`src/rtl/dpd_unpack_seq_if.sv`:
```
// Operand-in / unpacked-result-out handshake bundle for dpd_unpack_seq.
// Widths follow the decimal interchange format selected by W.
interface dpd_unpack_seq_if #(
  parameter int W = 32
);
  localparam int ECW = (W == 64) ? 8 : 6;
  localparam int ND  = (W == 64) ? 5 : 2;
  localparam int EW  = ECW + 2;
  localparam int MW  = 4 * (3 * ND + 1);

  logic          in_valid;
  logic          in_ready;
  logic [W-1:0]  operand;
  logic          out_valid;
  logic          out_ready;
  logic          S;
  logic [EW-1:0] E;
  logic [MW-1:0] M;
  logic          is_inf;
  logic          is_nan;
  logic          is_snan;

  modport master (
    output in_valid, operand, out_ready,
    input  in_ready, out_valid, S, E, M,
    input  is_inf, is_nan, is_snan
  );

  modport slave (
    input  in_valid, operand, out_ready,
    output in_ready, out_valid, S, E, M,
    output is_inf, is_nan, is_snan
  );
endinterface

```
`src/rtl/dpd_unpack_seq.sv`:
```
// Sequential DPD unpacker for decimal32/decimal64 operands.
// The combination field resolves on accept; one declet expands per clock.
module dpd_unpack_seq #(
  parameter int W = 32
) (
  input logic             clk,
  input logic             rst,
  dpd_unpack_seq_if.slave bus
);
  localparam int ECW = (W == 64) ? 8 : 6;
  localparam int ND  = (W == 64) ? 5 : 2;
  localparam int EW  = ECW + 2;
  localparam int MW  = 4 * (3 * ND + 1);
  localparam int DW  = 10 * ND;
  localparam int IW  = $clog2(MW);
  localparam logic [2:0] LAST = 3'(ND - 1);

  if (W != 32 && W != 64) begin : g_bad_w
    $error("dpd_unpack_seq: W must be 32 or 64");
  end

  typedef enum logic [1:0] {
    IDLE,
    DECODE,
    DONE
  } state_t;

  state_t        state;
  state_t        state_nx;
  logic [2:0]    cnt;
  logic [DW-1:0] dec_q;
  logic          s_q;
  logic [EW-1:0] e_q;
  logic [MW-1:0] m_q;
  logic          inf_q;
  logic          nan_q;
  logic          snan_q;

  logic           take;
  logic [4:0]     g;
  logic [ECW-1:0] ec;
  logic [11:0]    bcd;
  logic [IW-1:0]  lo;

  function automatic logic [11:0] dpd(input logic [9:0] b);
    logic [3:0] h;
    logic [3:0] t;
    logic [3:0] o;
    h = {1'b0, b[9:7]};
    t = {1'b0, b[6:4]};
    o = {1'b0, b[2:0]};
    if (b[3]) begin
      unique case (b[2:1])
        2'b00: o = {3'b100, b[0]};
        2'b01: begin
          t = {3'b100, b[4]};
          o = {1'b0, b[6:5], b[0]};
        end
        2'b10: begin
          h = {3'b100, b[7]};
          o = {1'b0, b[9:8], b[0]};
        end
        default: begin
          o = {3'b100, b[0]};
          unique case (b[6:5])
            2'b00: begin
              h = {3'b100, b[7]};
              t = {3'b100, b[4]};
              o = {1'b0, b[9:8], b[0]};
            end
            2'b01: begin
              h = {3'b100, b[7]};
              t = {1'b0, b[9:8], b[4]};
            end
            2'b10: t = {3'b100, b[4]};
            // b9:8 are don't-care here
            default: begin
              h = {3'b100, b[7]};
              t = {3'b100, b[4]};
            end
          endcase
        end
      endcase
    end
    return {h, t, o};
  endfunction

  assign take = bus.in_valid && (state == IDLE);
  assign g    = bus.operand[W-2 -: 5];
  assign ec   = bus.operand[W-7 -: ECW];
  assign bcd  = dpd(dec_q[DW-1 -: 10]);
  assign lo   = IW'(MW - 16 - 12 * int'(cnt));

  always_ff @(posedge clk or posedge rst) begin
    if (rst) state <= IDLE;
    else     state <= state_nx;
  end

  always_comb begin
    state_nx = state;
    unique case (state)
      IDLE:    if (bus.in_valid) state_nx = DECODE;
      DECODE:  if (cnt == LAST) state_nx = DONE;
      DONE:    if (bus.out_ready) state_nx = IDLE;
      default: state_nx = IDLE;
    endcase
  end

  always_ff @(posedge clk or posedge rst) begin
    if (rst) begin
      cnt    <= '0;
      dec_q  <= '0;
      s_q    <= 1'b0;
      e_q    <= '0;
      m_q    <= '0;
      inf_q  <= 1'b0;
      nan_q  <= 1'b0;
      snan_q <= 1'b0;
    end else if (take) begin
      cnt    <= '0;
      dec_q  <= bus.operand[DW-1:0];
      s_q    <= bus.operand[W-1];
      e_q    <= '0;
      m_q    <= '0;
      inf_q  <= 1'b0;
      nan_q  <= 1'b0;
      snan_q <= 1'b0;
      unique case (1'b1)
        g[4:3] != 2'b11: begin
          e_q           <= {g[4:3], ec};
          m_q[MW-1 -: 4] <= {1'b0, g[2:0]};
        end
        g[4:3] == 2'b11 && g[2:1] != 2'b11: begin
          e_q           <= {g[2:1], ec};
          m_q[MW-1 -: 4] <= {3'b100, g[0]};
        end
        g == 5'b11110: inf_q <= 1'b1;
        g == 5'b11111: begin
          nan_q  <= 1'b1;
          snan_q <= bus.operand[W-7];
        end
      endcase
    end else if (state == DECODE) begin
      // infinity keeps an all-zero coefficient
      if (!inf_q) m_q[lo +: 12] <= bcd;
      dec_q <= dec_q << 10;
      cnt   <= cnt + 3'd1;
    end
  end

  assign bus.in_ready  = (state == IDLE);
  assign bus.out_valid = (state == DONE);
  assign bus.S         = s_q;
  assign bus.E         = e_q;
  assign bus.M         = m_q;
  assign bus.is_inf    = inf_q;
  assign bus.is_nan    = nan_q;
  assign bus.is_snan   = snan_q;
endmodule

```
`src/flat_wrapper.sv`:
```
// flat-port wrapper written by rule: the top's interface ports become plain ports
module dpd_unpack_seq_flat 
#(
  parameter int W = 32
)
  (clk, rst, bus_in_valid, bus_operand, bus_out_ready, bus_in_ready, bus_out_valid, bus_S, bus_E, bus_M, bus_is_inf, bus_is_nan, bus_is_snan);
  dpd_unpack_seq_if #(.W(W)) bus_i ();
  input logic clk;
  input logic rst;
  input wire logic [$bits(bus_i.in_valid)-1:0] bus_in_valid;
  input wire logic [$bits(bus_i.operand)-1:0] bus_operand;
  input wire logic [$bits(bus_i.out_ready)-1:0] bus_out_ready;
  output wire logic [$bits(bus_i.in_ready)-1:0] bus_in_ready;
  output wire logic [$bits(bus_i.out_valid)-1:0] bus_out_valid;
  output wire logic [$bits(bus_i.S)-1:0] bus_S;
  output wire logic [$bits(bus_i.E)-1:0] bus_E;
  output wire logic [$bits(bus_i.M)-1:0] bus_M;
  output wire logic [$bits(bus_i.is_inf)-1:0] bus_is_inf;
  output wire logic [$bits(bus_i.is_nan)-1:0] bus_is_nan;
  output wire logic [$bits(bus_i.is_snan)-1:0] bus_is_snan;
  assign bus_i.in_valid = bus_in_valid;
  assign bus_i.operand = bus_operand;
  assign bus_i.out_ready = bus_out_ready;
  assign bus_in_ready = bus_i.in_ready;
  assign bus_out_valid = bus_i.out_valid;
  assign bus_S = bus_i.S;
  assign bus_E = bus_i.E;
  assign bus_M = bus_i.M;
  assign bus_is_inf = bus_i.is_inf;
  assign bus_is_nan = bus_i.is_nan;
  assign bus_is_snan = bus_i.is_snan;
  dpd_unpack_seq #(.W(W)) u_core (.clk(clk), .rst(rst), .bus(bus_i));
endmodule
```
`config.mk`:
```
export PLATFORM = sky130hd
export DESIGN_NAME = dpd_unpack_seq_flat
export DESIGN_NICKNAME = d
export VERILOG_FILES = /design/src/rtl/dpd_unpack_seq_if.sv /design/src/rtl/dpd_unpack_seq.sv /design/src/flat_wrapper.sv
export SDC_FILE = /design/constraint.sdc
export NUM_CORES = 1
export LEC_CHECK = 0
export BUFFER_PORTS_ARGS = -buffer_cell sky130_fd_sc_hd__buf_2
export CAP_MARGIN = 20
export CORE_MARGIN = 3
export CORE_UTILIZATION = 56
export CTS_BUF_LIST = sky130_fd_sc_hd__clkbuf_8
export DETAILED_ROUTE_END_ITERATION = 12
export GPL_TIMING_DRIVEN = 0
export PLACE_DENSITY_LB_ADDON = 0.1
export SETUP_SLACK_MARGIN = 0.4
export SYNTH_ARGS = -nofsm -noshare
export SYNTH_HDL_FRONTEND = slang
export SYNTH_SLANG_ARGS = --single-unit
```
`constraint.sdc`:
```
create_clock -name clk -period 3.8 [get_ports clk]
set_input_delay 0.95 -clock clk [delete_from_list [all_inputs] [get_ports clk]]
set_output_delay 0.95 -clock clk [all_outputs]
set_load 0.03 [all_outputs]
```
### After elaboration in Yosys (flattened, before gate mapping)

Cells that the tools add are included.

* flip-flop bits (word level): 65
* input port bits: 36
* output and inout port bits: 42
* word-level logic and storage cells: 67

* add/sub/neg operators: 3
* multipliers: 1
* equal/unequal tests: 16
* shift-type cells: 2
* muxes and demuxes: 26
* reductions and logical operators: 10

Operators by type and width (number)
* $mux 28: 3
* $mux 20: 2
* $bwmux 28: 1
* $shift 12x7->28 const A: 1
* $shiftx 12x7->28: 1
* $mux 4: 6
* $pmux 4 s2: 3
* $pmux 8 s2: 1
* $pmux 4 s3: 1
* $eq 5x5->1 const B: 2
* $ne 2x2->1 const B: 5
* $eq 2x2->1 const B: 4
* $neg 5->7: 1
* $eq 2x1->1 const B: 3
* $logic_not 2->1: 3
* $mux 2: 3
* $mux 3: 2
* $pmux 2 s3: 1
* $sub 5x5->5 const A: 1
* $reduce_or 2->1: 2
* $add 3x1->3 const B: 1
* $eq 3x1->1 const B: 1
* $mul 2x3->3 const A: 1
* $mux 1: 3
* 5 further kinds: 6

### Longest topological paths before layout

Gate-level depths: netlist of the first run.

* depth in word-level cells: 9
* mapped depth: 12

### Least setup slack after synthesis of the first run

Ideal clock, no wire load.

* path type: reg-to-reg
* from: reg u_core.cnt[0]
* to: reg u_core.m_q[16], in the netlist u_core.bus.M[16]
* setup time: 73 ps
* arrival time: 2821 ps
* required time: 3727 ps
* slack: 906 ps
* stages on the path, launching flop included: 11
* buffers on the path: 3
* cell sequence: dfrtp_1 -> ha_1 -> xnor3_2 -> ha_1 -> buf_2 -> or2_2 -> dlymetal6s2s_1 -> or3_1 -> clkbuf_2 -> or3_1 -> a21oi_2

* cells in the longest elaborated chain, start to end: 8
* elaborated cells on any way between the ends: 9
* those cells by class: 2 x add/sub; 1 x mul; 2 x shift; 4 x mux

RTL lines
* start: declaration: line dpd_unpack_seq.sv:30 `logic [2:0] cnt;`
* start signal: assignment: line dpd_unpack_seq.sv:147 `cnt <= cnt + 3'd1;`
* $mul 2x3->3 *: line dpd_unpack_seq.sv:92 `assign lo = IW'(MW - 16 - 12 * int'(cnt));`
* $sub 5x5->5 *: line dpd_unpack_seq.sv:92
* $neg 5->7 *: line dpd_unpack_seq.sv:145 `if (!inf_q) m_q[lo +: 12] <= bcd;`
* $shiftx 12x7->28 or $shift 12x7->28 (tied branches): line dpd_unpack_seq.sv:145
* $bwmux 28 *: line dpd_unpack_seq.sv:145
* $mux 28 *: line dpd_unpack_seq.sv:145
* $mux 28 *: line dpd_unpack_seq.sv:143 `end else if (state == DECODE) begin`
* $mux 28 *: line dpd_unpack_seq.sv:119 `end else if (take) begin`
* end signal: indexed assignment: line dpd_unpack_seq.sv:131 `m_q[MW-1 -: 4] <= {1'b0, g[2:0]};`
* end signal: indexed assignment: line dpd_unpack_seq.sv:135 `m_q[MW-1 -: 4] <= {3'b100, g[0]};`
* end: declaration: line dpd_unpack_seq.sv:34 `logic [MW-1:0] m_q;`

Every way passes the cells marked *; elsewhere a longest branch is shown, timed or not. The select of a mux whose other input is x is not followed.
A chain may end at the register's enable or synchronous reset.

### Worst setup path in the final report of the first run

Same ends and word-level chain as after synthesis.

==> results of run 1 <==
-- kinds of logic (layout without fill, tap and decap cells) --
family,count (synthesis),in the layout,synth area share [%]
AOI/OAI and AO/OA,120,120,22.4
xor gates and xnor gates,2,2,0.907
adders and majority gates,5,5,1.75
buffers and inverters,39,133,5.55
DFF,65,65,45.4
muxes,8,8,2.27
and+or+nand+nor,169,169,21.8
-- worst max-delay path: stages (launching register included) --
cell	delay (ns)
dfrtp_1	0.49
ha_1	0.25
xnor3_2	0.33
ha_1	0.31
buf_2	0.18
or2_2	0.27
dlymetal6s2s_1	0.20
or3_1	0.38
clkbuf_2	0.17
or3_1	0.38
a21oi_2	0.15
-- power by group through the flow --
stage / Combinational, mW / Sequential, mW / Clock [mW]
4_1_cts: 2.75 / 1.16 / 0.732
5_1_grt: 3.02 / 1.19 / 0.763
3_5_place_dp: 2.74 / 1.16 / 0
6_report: 2.80 / 1.16 / 0.730
3_3_place_gp: 2.71 / 1.15 / 0
2_1_floorplan: 1.69 / 1.41 / 0
-- placed cells by master, fill, tap and decap left out, drive strengths merged, types with 2 or more instances in the layout --
cell	netlist	routed
o31ai	3	3
inv	9	11
and2	5	5
buf	4	82
clkinv	1	2
a32oi	3	3
a221o	5	5
a221oi	2	2
a22oi	13	13
nand2b	5	5
a31oi	9	9
o2bb2ai	2	2
dlymetal6s2s	2	2
ha	5	5
mux2i	7	7
clkbuf	23	32
dfrtp	65	65
a22o	10	10
nor2	25	25
nand2	86	86
nor2b	4	4
a21oi	21	21
a32o	3	3
o21ai	37	37
bufinv	0	3
nand4	4	4
o22ai	2	2
nand3	24	24
nor3	8	8
or3	2	2
or2	2	2
-- layer usage --
layer  vias to the layer above  part of all wire [%]  track usage, %
met4                         0                   3.6            13.5
met2                       186                    47            47.8
met3                        39                   7.5            5.48
met5                         -                     0               0
met1                      1683                    41            41.6
li1                       1646                     -               -
-- final timing paths --
path / endpoint / slack, ns / cells after the start
min in group asynchronous: u_core.bus.E[2] / 0.68 / 2
max in group asynchronous: u_core.dec_q[17] / 2.51 / 3
setup reg to reg: u_core.bus.M[16] / 0.61 / 10
setup / recovery: u_core.bus.M[16] / 0.61 / 10
hold / removal: u_core.bus.S / 0.48 / 2
hold reg to reg: u_core.bus.S / 0.48 / 2
-- synth_stat cells (5+ instances only) --
cell type,count
nand2_1,84
dfrtp_1,65
o21ai_0,34
nand3_1,24
nor2_1,24
clkbuf_1,21
a21oi_1,20
a22oi_1,13
a22o_1,10
a31oi_1,9
inv_1,9
nor3_1,8
mux2i_1,7
a221o_1,5
and2_1,5
ha_1,5
nand2b_1,5
-- state kept, by name (all words and copies together), names as in the netlist --
register,count
u_core.dec_q,20
u_core.bus.E,8
u_core.state,2
u_core.cnt,3
u_core.bus.is_inf,1
u_core.bus.M,28
u_core.bus.is_nan,1
u_core.bus.S,1
u_core.bus.is_snan,1
-- area by class of cell --
class	instances	share of cell area [%]
clock buffers	9	2.86
flip-flops and latches	65	37.6
repair buffers	78	9.37
inverters	10	0.868
plain buffers	29	3.73
clock inverters	7	2.75
well taps	75	2.17
multi-input cells	304	40.7
-- metrics by stage --
step	cells	setup slack (ns)	util, %
finish	577	0.614	71.4
global route	577	0.479	71.4
CTS	577	0.654	71.4
detailed placement	561	0.663	67.4
global placement	560	0.538	67.1
floorplan	408	0.906	-
==> results.cfg, run 1 <==
[setup_path]
critical_path_class = reg -> reg
critical_path.startpoint = u_core.cnt[0]
cp_data_arrival_time_ns = 3.47
setup.worst_path.start_class = flip-flop
endpoint_kind = flip-flop
critPathRequiredTime_ns = 4.08
crit_fanout = 9
regToRegStartpoint = u_core.cnt[0]

[timing]
drv_slew = 0
fin_crit_ns = 3.19
rsz0062_at_grt = false
fin_setup_tns_ns = 0
fin_crit_sh_pct = 83.9
setup_violations = 0
max-slew-margin-rel_pct = 51.8
tightestPinTransition_ns = 0.718
fmax_mhz = 314
skew_ns = 0.00850
holdWs_ns = 0.481
finalHoldViolations = 0

[logic_synthesis]
ys_types = 54
syn_area_um2 = 3580
syn_nets = 449
synth_top_area_cell = dfrtp_1
synth_top_area_share_pct = 45.4
avgSynthCellArea_um2 = 8.79
synth-seq-area-share_pct = 45.4
async_reset_ff_share_pct = 100
synth_edf_count = 0
synth_area_leaders = dfrtp_1, nand2_1, o21ai_0
yosys_warnings = 0
netlist_instances = 408
ys_ff_latch = 65
synth_flop_cell = dfrtp_1

[placed_design]
port_buffers = 77
dpl_cell_area_um2 = 4080
dpl.hpwl_mm = 7.96
routabilityCongestion = 0.993

[min_path]
hp-start = u_core.bus.S
hold_path_class = reg -> reg

[clocking]
cts_buffer_depth = 2
postCtsHoldBufs = 0
insertion_delay_ns = 0.35
cts.clk_slew.worst_paths_ns = 0.08
cts.sink_count = 65
root_buffer = clkbuf_8
cts_buffers = 9
cts-resized-gates = 0
post_cts_buffers = 0
cts_tree = yes
htree_levels = 3

[run]
max-cap-violations = 0

[pwr]
ir_drop_uv = 641
p_clk_share_pct = 15.5
seqPwrFrac_pct = 24.8
p_comb_share_pct = 59.7
p_sw_share_pct = 51.2
p_per_area_nw_per_um2 = 1080
p_total_mw = 4.69
p_switching_mw = 2.40
intPower_mw = 2.29
power.leakage_nw = 2.09

[routing]
wl_mm = 10.9
drtIter0Drc = 458
wl_per_cell_um = 18.9
vias = 3554
drcViolationCount = 0
ant_nets = 0
vias_per_cell = 6.16
firstDrtPassIters = 6

[layout]
multiInputGateArea_um2 = 1760
regArea_um2 = 1630
finalInstanceArea_um2 = 4330
finalNetCount = 538
drive_above_1_share_pct = 22.1
fill_cells = 474
diodes = 0
area_growth_pct = 20.7

[global_routing]
antenna_found_initial = 0
overflow = 0
grt_pass1_vias = 3414
grt_use_total_pct = 30.6
grt_max_degree = 37
grt_pass1_wl_mm = 17.5

[floorplan]
fp.dieArea_um2 = 7400
start_util_pct = 59.1
core_um2 = 6060
die_w_um = 86.0
die_h_um = 86.0
num_rows = 28
ios = 78

[status]
status = complete, no violations
Note: power is estimated with default switching activity, not from simulation.
==> run 2: changes to the inputs <==
Settings changed: CORE_UTILIZATION 56 to 51.
Clock period 3.8 ns to 2.57 ns, I/O delays scaled along.
==> results.cfg, run 2 (same netlist as run 1, synthesis figures left out) <==
[layout]
drive_above_1_share_pct = 38.6
final_common_cell = nand2_1
area_growth_pct = 42.0
finalNetCount = 577
stdcell_count = 634
largest_reg_flops = 28
layout_common_cells = nand2_1, buf_2, dfrtp_1
diodes = 0

[global_routing]
grt_pass1_vias = 3521
overflow = 0
grt_max_degree = 34
grt_pass1_wl_mm = 18.0
grt_use_total_pct = 27.6
antenna_found_initial = 0

[min_path]
hold_path_class = in -> async

[timing]
rsz0062_at_grt = true
fin_crit_ns = 2.54
setup_violations = 0
skew_ns = 0.00915
drv_slew = 0
fmax_mhz = 394
fin_crit_sh_pct = 98.9
finalHoldViolations = 0
max-slew-margin-rel_pct = 50.7
tightestPinTransition_ns = 0.737

[clocking]
insertion_delay_ns = 0.34
cts.clk_slew.worst_paths_ns = 0.08
cts_buffers = 9
cts_tree = yes
root_buffer = clkbuf_8
cts.sink_count = 65
htree_levels = 3
cts_buffer_depth = 2

[routing]
wl_mm = 11.2
dr_wl_met2_mm = 5.44
drtIter0Drc = 424
met3_length_um = 863
drcViolationCount = 0
wl_per_cell_um = 17.7
vias = 3718
dr.max_layer_used = met4
ant_nets = 0
wl_met1_mm = 4.54
vias_per_cell = 5.86
firstDrtPassIters = 5

[status]
status = complete, no violations

[setup_path]
critPathRequiredTime_ns = 2.85
setup.worst_path.start_class = flip-flop
r2r_cells = 10
cp_data_arrival_time_ns = 2.82
crit_fanout = 4
critical_path_class = reg -> reg
endpoint_kind = flip-flop

[floorplan]
fp.dieArea_um2 = 8070
num_rows = 29
die_h_um = 89.8
ios = 78
core_um2 = 6570
start_util_pct = 54.6
die_w_um = 89.8

[placed_design]
port_buffers = 77
dpl.hpwl_mm = 7.72
dpl.cell_count = 579
routabilityCongestion = 0.969

[run]
max-cap-violations = 0
run 2: worst paths after layout:
path	from	end	slack [ns]
worst min register to register	u_core.bus.S	u_core.bus.S	0.47
max in group asynchronous	rst	u_core.bus.M[26]	1.56
worst max register to register	u_core.cnt[1]	u_core.bus.M[16]	0.03
min in group clk	u_core.bus.S	u_core.bus.S	0.47
worst max-delay path	u_core.cnt[1]	u_core.bus.M[16]	0.03
worst min-delay path	rst	u_core.bus.M[5]	0.42
run 2: timing repair:
| action | 4_1_cts | 5_1_grt |
|---|---|---|
| pin swaps | 6 | 23 |
| buffers inserted | 19 | 19 |
| gates cloned | 1 | 0 |
| hold buffers | 0 | 0 |
| resized for setup | 46 | 59 |
| setup endpoints to repair | 29 | 28 |
run 2: cell type report:
class,count,area [um2]
clock buffer,10,138
timing repair buffer,117,751
clock inverter,6,90.1
inverter,10,48.8
fill,457,1480
tap,93,116
sequential,65,1630
buffer,29,213
multi-input combinational,304,2110
run 2: layer usage:
layer	vias to the layer above	global-route usage, %
met5	-	0
met4	0	11.5
met1	1750	36.5
li1	1726	-
met2	198	44.7
met3	44	5.18
run 2: critical path: stages, from the launching register on:
cell and delay [ns]:
dfrtp_2 0.45, ha_4 0.18, xnor3_2 0.28, ha_4 0.24, buf_6 0.11, or2_4 0.22, buf_6 0.12, or3_4 0.33
buf_8 0.13, or3_4 0.32, a21oi_2 0.11
run 2: through the flow:
| stage | setup WS [ns] | util [%] | cell area, um2 | TNS (ns) | hold slack, ns |
|---|---|---|---|---|---|
| final | 0.0288 | 77.5 | 5090 | 0 | 0.416 |
| after global routing | -0.0459 | 77.5 | 5090 | -0.0688 | 0.465 |
| after CTS | -0.0169 | 72.3 | 4750 | -0.0169 | 0.431 |
| after detailed placement | -0.309 | 63.7 | 4180 | -2.82 | 0.461 |
| after global placement | -0.273 | 63.4 | 4160 | -2.39 | 0.457 |
| after floorplan | -0.0321 | - | 3660 | -0.0321 | 0.474 |
Power of run 2 is left out: the tool's default activity adds up to more than one toggle a clock period on the data nets, which glitch-free logic cannot reach.
